## src/rtl/mont_expo_io_if.sv

```systemverilog
// Host-side word streams of mont_expo_io: input words toward the block, result words back.
// master = host side, slave = mont_expo_io side.
interface mont_expo_io_if #(
    parameter int W = 32
);
    logic [W-1:0] in_data;
    logic         in_valid;
    logic         in_ready;
    logic [W-1:0] out_data;
    logic         out_valid;
    logic         out_ready;

    modport master (
        output in_data, in_valid, out_ready,
        input  in_ready, out_data, out_valid
    );

    modport slave (
        input  in_data, in_valid, out_ready,
        output in_ready, out_data, out_valid
    );
endinterface

```

## src/rtl/mont_expo_io.sv

```systemverilog
// Word-serial host front end for the 192-bit P-192 Montgomery exponentiator.
// Optional feature: define BASE_REDUCE_EN to reduce the base mod M before it is handed over.
//
// state     | meaning
// ----------+--------------------------------------------------------------
// S_LOAD    | accept 6 base words then 6 exponent words, LSW first
// S_REDUCE  | register exp_x / exp_y from the assembled operands
// S_START   | hold exp_start until exp_done is seen low
// S_WAIT    | exponentiator running, wait for exp_done high
// S_CAPTURE | register exp_z into the result register
// S_UNLOAD  | stream the 6 result words, LSW first
module mont_expo_io #(
    parameter int K  = 192,
    parameter int W  = 32,
    parameter int NW = 6
) (
    input  logic          clk,
    input  logic          reset,
    mont_expo_io_if.slave host,
    output logic          busy,
    output logic [K-1:0]  exp_x,
    output logic [K-1:0]  exp_y,
    output logic          exp_start,
    input  logic [K-1:0]  exp_z,
    input  logic          exp_done
);

    typedef enum logic [2:0] {
        S_LOAD, S_REDUCE, S_START, S_WAIT, S_CAPTURE, S_UNLOAD
    } state_t;

    localparam logic [3:0] LAST_IN  = 4'(2 * NW - 1);
    localparam logic [2:0] LAST_OUT = 3'(NW - 1);

    state_t       state, next_state;
    logic [3:0]   cnt;
    logic [2:0]   ocnt;
    logic [K-1:0] base, expo, result;
    logic [K-1:0] base_sel;
    logic         in_ready_c, out_valid_c;

`ifdef BASE_REDUCE_EN
    localparam logic [K-1:0] M     = 192'hffffffff_ffffffff_ffffffff_fffffffe_ffffffff_ffffffff;
    localparam logic [K:0]   M_NEG = {1'b1, {K{1'b0}}} - {1'b0, M};

    // base < 2^K < 2M, so adding 2^K - M and checking the carry is a full conditional subtract
    logic [K:0] red_sum;
    assign red_sum  = {1'b0, base} + M_NEG;
    assign base_sel = red_sum[K] ? red_sum[K-1:0] : base;
`else
    assign base_sel = base;
`endif

    always_ff @(posedge clk or negedge reset) begin
        if (!reset) state <= S_LOAD;
        else        state <= next_state;
    end

    always_comb begin
        next_state  = state;
        in_ready_c  = 1'b0;
        out_valid_c = 1'b0;
        exp_start   = 1'b0;
        busy        = 1'b0;
        case (state)
            S_LOAD: begin
                in_ready_c = 1'b1;
                if (host.in_valid && cnt == LAST_IN) next_state = S_REDUCE;
            end
            S_REDUCE: begin
                busy       = 1'b1;
                next_state = S_START;
            end
            S_START: begin
                busy      = 1'b1;
                exp_start = 1'b1;
                if (!exp_done) next_state = S_WAIT;
            end
            S_WAIT: begin
                busy = 1'b1;
                if (exp_done) next_state = S_CAPTURE;
            end
            S_CAPTURE: begin
                busy       = 1'b1;
                next_state = S_UNLOAD;
            end
            S_UNLOAD: begin
                out_valid_c = 1'b1;
                if (host.out_ready && ocnt == LAST_OUT) next_state = S_LOAD;
            end
            default: next_state = S_LOAD;
        endcase
    end

    assign host.in_ready  = in_ready_c;
    assign host.out_valid = out_valid_c;
    assign host.out_data  = (state == S_UNLOAD) ? result[int'(ocnt) * W +: W] : '0;

    always_ff @(posedge clk or negedge reset) begin
        if (!reset) begin
            cnt    <= '0;
            ocnt   <= '0;
            base   <= '0;
            expo   <= '0;
            result <= '0;
            exp_x  <= '0;
            exp_y  <= '0;
        end else begin
            if (state == S_LOAD && host.in_valid) begin
                if (cnt < 4'(NW)) base[int'(cnt) * W +: W] <= host.in_data;
                else              expo[(int'(cnt) - NW) * W +: W] <= host.in_data;
                cnt <= (cnt == LAST_IN) ? 4'd0 : cnt + 4'd1;
            end
            if (state == S_REDUCE) begin
                exp_x <= expo;
                exp_y <= base_sel;
            end
            if (state == S_CAPTURE) result <= exp_z;
            if (state == S_UNLOAD && host.out_ready)
                ocnt <= (ocnt == LAST_OUT) ? 3'd0 : ocnt + 3'd1;
        end
    end

endmodule
```

## src/flat_wrapper.sv

```systemverilog
// flat-port wrapper written by rule: the top's interface ports become plain ports
module mont_expo_io_flat 
#(
    parameter int K  = 192,
    parameter int W  = 32,
    parameter int NW = 6
)
  (clk, reset, busy, exp_x, exp_y, exp_start, exp_z, exp_done, host_in_data, host_in_valid, host_out_ready, host_in_ready, host_out_data, host_out_valid);
  mont_expo_io_if #(.W(W)) host_i ();
  input  logic clk;
  input  logic reset;
  output logic busy;
  output logic [K-1:0] exp_x;
  output logic [K-1:0] exp_y;
  output logic exp_start;
  input  logic [K-1:0] exp_z;
  input  logic exp_done;
  input wire logic [$bits(host_i.in_data)-1:0] host_in_data;
  input wire logic [$bits(host_i.in_valid)-1:0] host_in_valid;
  input wire logic [$bits(host_i.out_ready)-1:0] host_out_ready;
  output wire logic [$bits(host_i.in_ready)-1:0] host_in_ready;
  output wire logic [$bits(host_i.out_data)-1:0] host_out_data;
  output wire logic [$bits(host_i.out_valid)-1:0] host_out_valid;
  assign host_i.in_data = host_in_data;
  assign host_i.in_valid = host_in_valid;
  assign host_i.out_ready = host_out_ready;
  assign host_in_ready = host_i.in_ready;
  assign host_out_data = host_i.out_data;
  assign host_out_valid = host_i.out_valid;
  mont_expo_io #(.K(K), .W(W), .NW(NW)) u_core (.clk(clk), .reset(reset), .host(host_i), .busy(busy), .exp_x(exp_x), .exp_y(exp_y), .exp_start(exp_start), .exp_z(exp_z), .exp_done(exp_done));
endmodule
```

## config.mk

```make
export PLATFORM = sky130hd
export DESIGN_NAME = mont_expo_io_flat
export DESIGN_NICKNAME = d
export VERILOG_FILES = /design/src/rtl/mont_expo_io_if.sv /design/src/rtl/mont_expo_io.sv /design/src/flat_wrapper.sv
export SDC_FILE = /design/constraint.sdc
export NUM_CORES = 1
export LEC_CHECK = 0
export CAP_MARGIN = 15
export CORE_MARGIN = 2
export CORE_UTILIZATION = 44
export DETAILED_ROUTE_END_ITERATION = 10
export PLACE_DENSITY = 0.68
export SKIP_CTS_REPAIR_TIMING = 1
export SYNTH_ARGS = -nofsm -noshare
export SYNTH_HDL_FRONTEND = slang
export SYNTH_SLANG_ARGS = --single-unit
```

## constraint.sdc

```tcl
create_clock -name clk -period 5.2 [get_ports clk]
set_input_delay 1.56 -clock clk [delete_from_list [all_inputs] [get_ports clk]]
set_output_delay 1.56 -clock clk [all_outputs]
set_load 0.03 [all_outputs]
```

==> impl_metrics.tcl <==
set metrics [dict create \
    cts_tree "yes" \
    critPathMaxFanout 20 \
    place.gp.congestion 0.849 \
    number_of_sinks_on_the_clock_net 970 \
    design.core.area_um2 89600 \
    synth-seq-area-share_pct 61.2 \
    fin_util_pct 57.1 \
    ant_nets 0 \
    ir_worst_vdd_mv 0.334 \
    worst_pin_slew_ns 1.14 \
    gr-usage-all-layers_pct 24.6 \
    critPathLaunchType "flip-flop" \
    full_die_area_um2 92500 \
    fin_setup_tns_ns 0 \
    clkLatencyLatePin_ns 0.70 \
    grt_start_max_net_pins 152 \
    dieWidth_um 304 \
    critical_path_required_ns 3.64 \
    start_util_pct 44.2 \
    dpl_worst_slack_ns 0.484 \
    final_hold_viol_count 0 \
    postSynthRegisterBits 970 \
    cts.reportedPaths.clkPinSlew_ns 0.06 \
    syn-num-nets 3092 \
    total_power_mw 29.5 \
    grt_setup_unrepaired "false" \
    timing.fmax_mhz 203 \
    multi_input_area_um2 14000 \
    cts_max_level 3 \
    cp_delay_by_family_top "buffers and inverters" \
    biggest_cell_delay_along_the_critical_path_ns 0.87 \
    io_pins 649 \
    timing.clock.skew_ns 0.0265 \
    setup_violations 0 \
    fin_nets 3727 \
    critical_path.cell_chain "buf_4 -> mux4_2 -> a22oi_1 -> nor2_1 -> clkdlybuf4s50_1" \
    totalWireLength_um 113000 \
    finalCritPeriodShare_pct 94.8 \
    worst_path_max_delay_cell "sky130_fd_sc_hd__dfrtp_1" \
    critical_path_buf_inv_count 2 \
    grt_overflow_total 0 \
    timing.final.max_slew_violations 0 \
    worst-endpoint-arrival_ns 3.37 \
    synth_enable_flop_cells 0 \
    synthesis.instances 2847 \
    outcome "finished clean" \
    period_minus_slack_ns 4.93 \
    worstSetupPathType "reg -> out" \
    remaining_drc_errors 0 \
    via_per_inst 5.19 \
    synth_cell_type_count 45 \
    num-fill-cells 7317 \
    area_delta_synth_final_pct 29.1 \
    synth_flop_cell "sky130_fd_sc_hd__dfrtp_1" \
    postLayoutSetupSlackWorst_ns 0.270 \
    numPortBuffers 648 \
    cts_inserted_buffers 103 \
    via_count_of_the_first_global_routing_pass 25500 \
    clock-root-buffer "sky130_fd_sc_hd__clkbuf_16" \
    mostFrequentLayoutCells "969 x sky130_fd_sc_hd__dfrtp_1, 699 x sky130_fd_sc_hd__mux2_2, 647 x sky130_fd_sc_hd__clkdlybuf4s50_1" \
    yosysWarningCount 0 \
    route.detailed.wl_per_inst_um 23.8 \
    syn_area_per_cell_um2 13.9 \
    layout_commonest_cell "sky130_fd_sc_hd__dfrtp_1" \
    sequential_cell_area_um2 24300 \
    worstSetupEndpointType "output pin" \
    cellLeakagePower_nw 22.9 \
    detailedPlacementHpwl_um 78200 \
    relSlewSlack_pct 23.6 \
    p_per_area_nw_per_um2 577 \
    worst_hold_path_type "reg -> reg" \
    synth-async-reset-ratio_pct 100 \
    antenna_found_initial 25 \
    layout-drive-gt1-share_pct 28.1 \
    global_route_wire_length_before_repair_um 169000 \
    synth.cell_area_um2 39600 \
    maxCapViolations 0 \
    placementRows 110 \
    via_count 24600 \
    fp.dieH_um 304 \
    cts_max_path_buffers 3 \
    drt-initial-drc-count 1573 \
    detailedRoute.firstPassIterationCount 5 \
]
## power breakdown
part / switching, mW / internal [mW] / leakage, nW
logic: 5.86 / 4.95 / 8.94
registers: 1.36 / 9.82 / 12.2
clock network: 3.11 / 4.44 / 1.73
## area by class of cell
type | count | area share [%]
Tap cell | 1176 | 2.88
Clock buffer | 148 | 5.80
Antenna cell | 6 | 0.0294
Multi-Input combinational cell | 1538 | 27.4
Timing Repair Buffer | 729 | 14.3
Clock inverter | 40 | 1.08
Inverter | 140 | 1.03
Sequential cell | 970 | 47.5
## stage by stage
step	cells	area (um2)	hold WS, ns
floorplan	2847	39600	0.444
global placement	4552	47600	0.457
detailed placement	4553	47600	0.464
CTS	4741	51100	0.478
global route	4742	51100	0.491
finish	4747	51200	0.474
## state kept, by name, indices dropped and copies added, names as in the netlist
register and count:
u_core.base 192, u_core.exp_x 192, u_core.expo 192, u_core.exp_y 192
u_core.state 3, u_core.cnt 4, u_core.result 192, u_core.ocnt 3
## worst paths after layout
check,start,endpoint,slack (ns),cells after the start
max in group asynchronous,reset,u_core.exp_x[103]$_DFFE_PN0P_,3.11,2
worst min register to register,u_core.base[172]$_DFFE_PN0P_,u_core.base[172]$_DFFE_PN0P_,0.47,2
worst max-delay path,u_core.ocnt[1]$_DFFE_PN0P_,host_out_data[0],0.27,5
worst max register to register,u_core.cnt[2]$_DFFE_PN0P_,u_core.expo[0]$_DFFE_PN0P_,1.02,9
worst min-delay path,u_core.base[172]$_DFFE_PN0P_,u_core.base[172]$_DFFE_PN0P_,0.47,2
min in group asynchronous,reset,u_core.exp_y[89]$_DFFE_PN0P_,0.95,1
## cell usage after synthesis (2+ instances only)
| library cell | n | area, um2 |
|---|---|---|
| sky130_fd_sc_hd__dfrtp_1 | 970 | 24300 |
| sky130_fd_sc_hd__mux2_2 | 699 | 7870 |
| sky130_fd_sc_hd__nand2_1 | 212 | 796 |
| sky130_fd_sc_hd__clkbuf_1 | 159 | 597 |
| sky130_fd_sc_hd__inv_1 | 139 | 522 |
| sky130_fd_sc_hd__o21ai_0 | 102 | 510 |
| sky130_fd_sc_hd__mux2_1 | 101 | 1140 |
| sky130_fd_sc_hd__mux2i_1 | 98 | 981 |
| sky130_fd_sc_hd__nor2_1 | 55 | 206 |
| sky130_fd_sc_hd__and2_1 | 47 | 294 |
| sky130_fd_sc_hd__nand3_1 | 44 | 220 |
| sky130_fd_sc_hd__a22oi_1 | 32 | 240 |
| sky130_fd_sc_hd__mux4_2 | 32 | 721 |
| sky130_fd_sc_hd__nor2b_1 | 28 | 175 |
| sky130_fd_sc_hd__and3_1 | 22 | 138 |
| sky130_fd_sc_hd__ha_1 | 16 | 200 |
| sky130_fd_sc_hd__buf_1 | 10 | 37.5 |
| sky130_fd_sc_hd__buf_4 | 10 | 75.1 |
| sky130_fd_sc_hd__buf_6 | 10 | 113 |
| sky130_fd_sc_hd__clkbuf_2 | 8 | 40.0 |
| sky130_fd_sc_hd__nor4bb_1 | 5 | 50.1 |
| sky130_fd_sc_hd__xnor2_1 | 5 | 43.8 |
| sky130_fd_sc_hd__a21oi_1 | 4 | 20.0 |
| sky130_fd_sc_hd__nand4_1 | 4 | 25.0 |
| sky130_fd_sc_hd__nor3_1 | 4 | 20.0 |
| sky130_fd_sc_hd__nor4_4 | 4 | 85.1 |
| sky130_fd_sc_hd__nand2b_1 | 3 | 18.8 |
| sky130_fd_sc_hd__and2_0 | 2 | 12.5 |
| sky130_fd_sc_hd__and3b_1 | 2 | 17.5 |
| sky130_fd_sc_hd__buf_2 | 2 | 10.0 |
| sky130_fd_sc_hd__nand3b_1 | 2 | 15.0 |
| sky130_fd_sc_hd__nor3b_1 | 2 | 15.0 |
| sky130_fd_sc_hd__or4b_1 | 2 | 20.0 |
## worst reg2reg max path: cells and delay by family, from the launching register on
kind	cells	cell delay (ns)
flip-flops	1	0.47
buffers and inverters	3	0.63
AO/OA/AOI/OAI	2	1.18
adder cells (fa/ha/maj)	1	0.42
AND/OR/NAND/NOR	2	0.95
multiplexers	1	0.40
## cell families after synthesis
kind of cell | share of synthesized area, %
flip-flops | 61.2
multiplexers | 27.0
AND/OR/NAND/NOR | 5.47
buffers and inverters | 3.53
AO/OA/AOI/OAI | 2.09
adder cells (fa/ha/maj) | 0.505
XOR/XNOR | 0.133
## metal layers
metal | track usage (%) | part of all wire, %
met1 | 31.7 | 42
met2 | 39.1 | 47
met3 | 7.77 | 7.9
met4 | 8.79 | 3.6
met5 | 0 | 0.085
No activity file was read; power rests on OpenSTA's default activity.
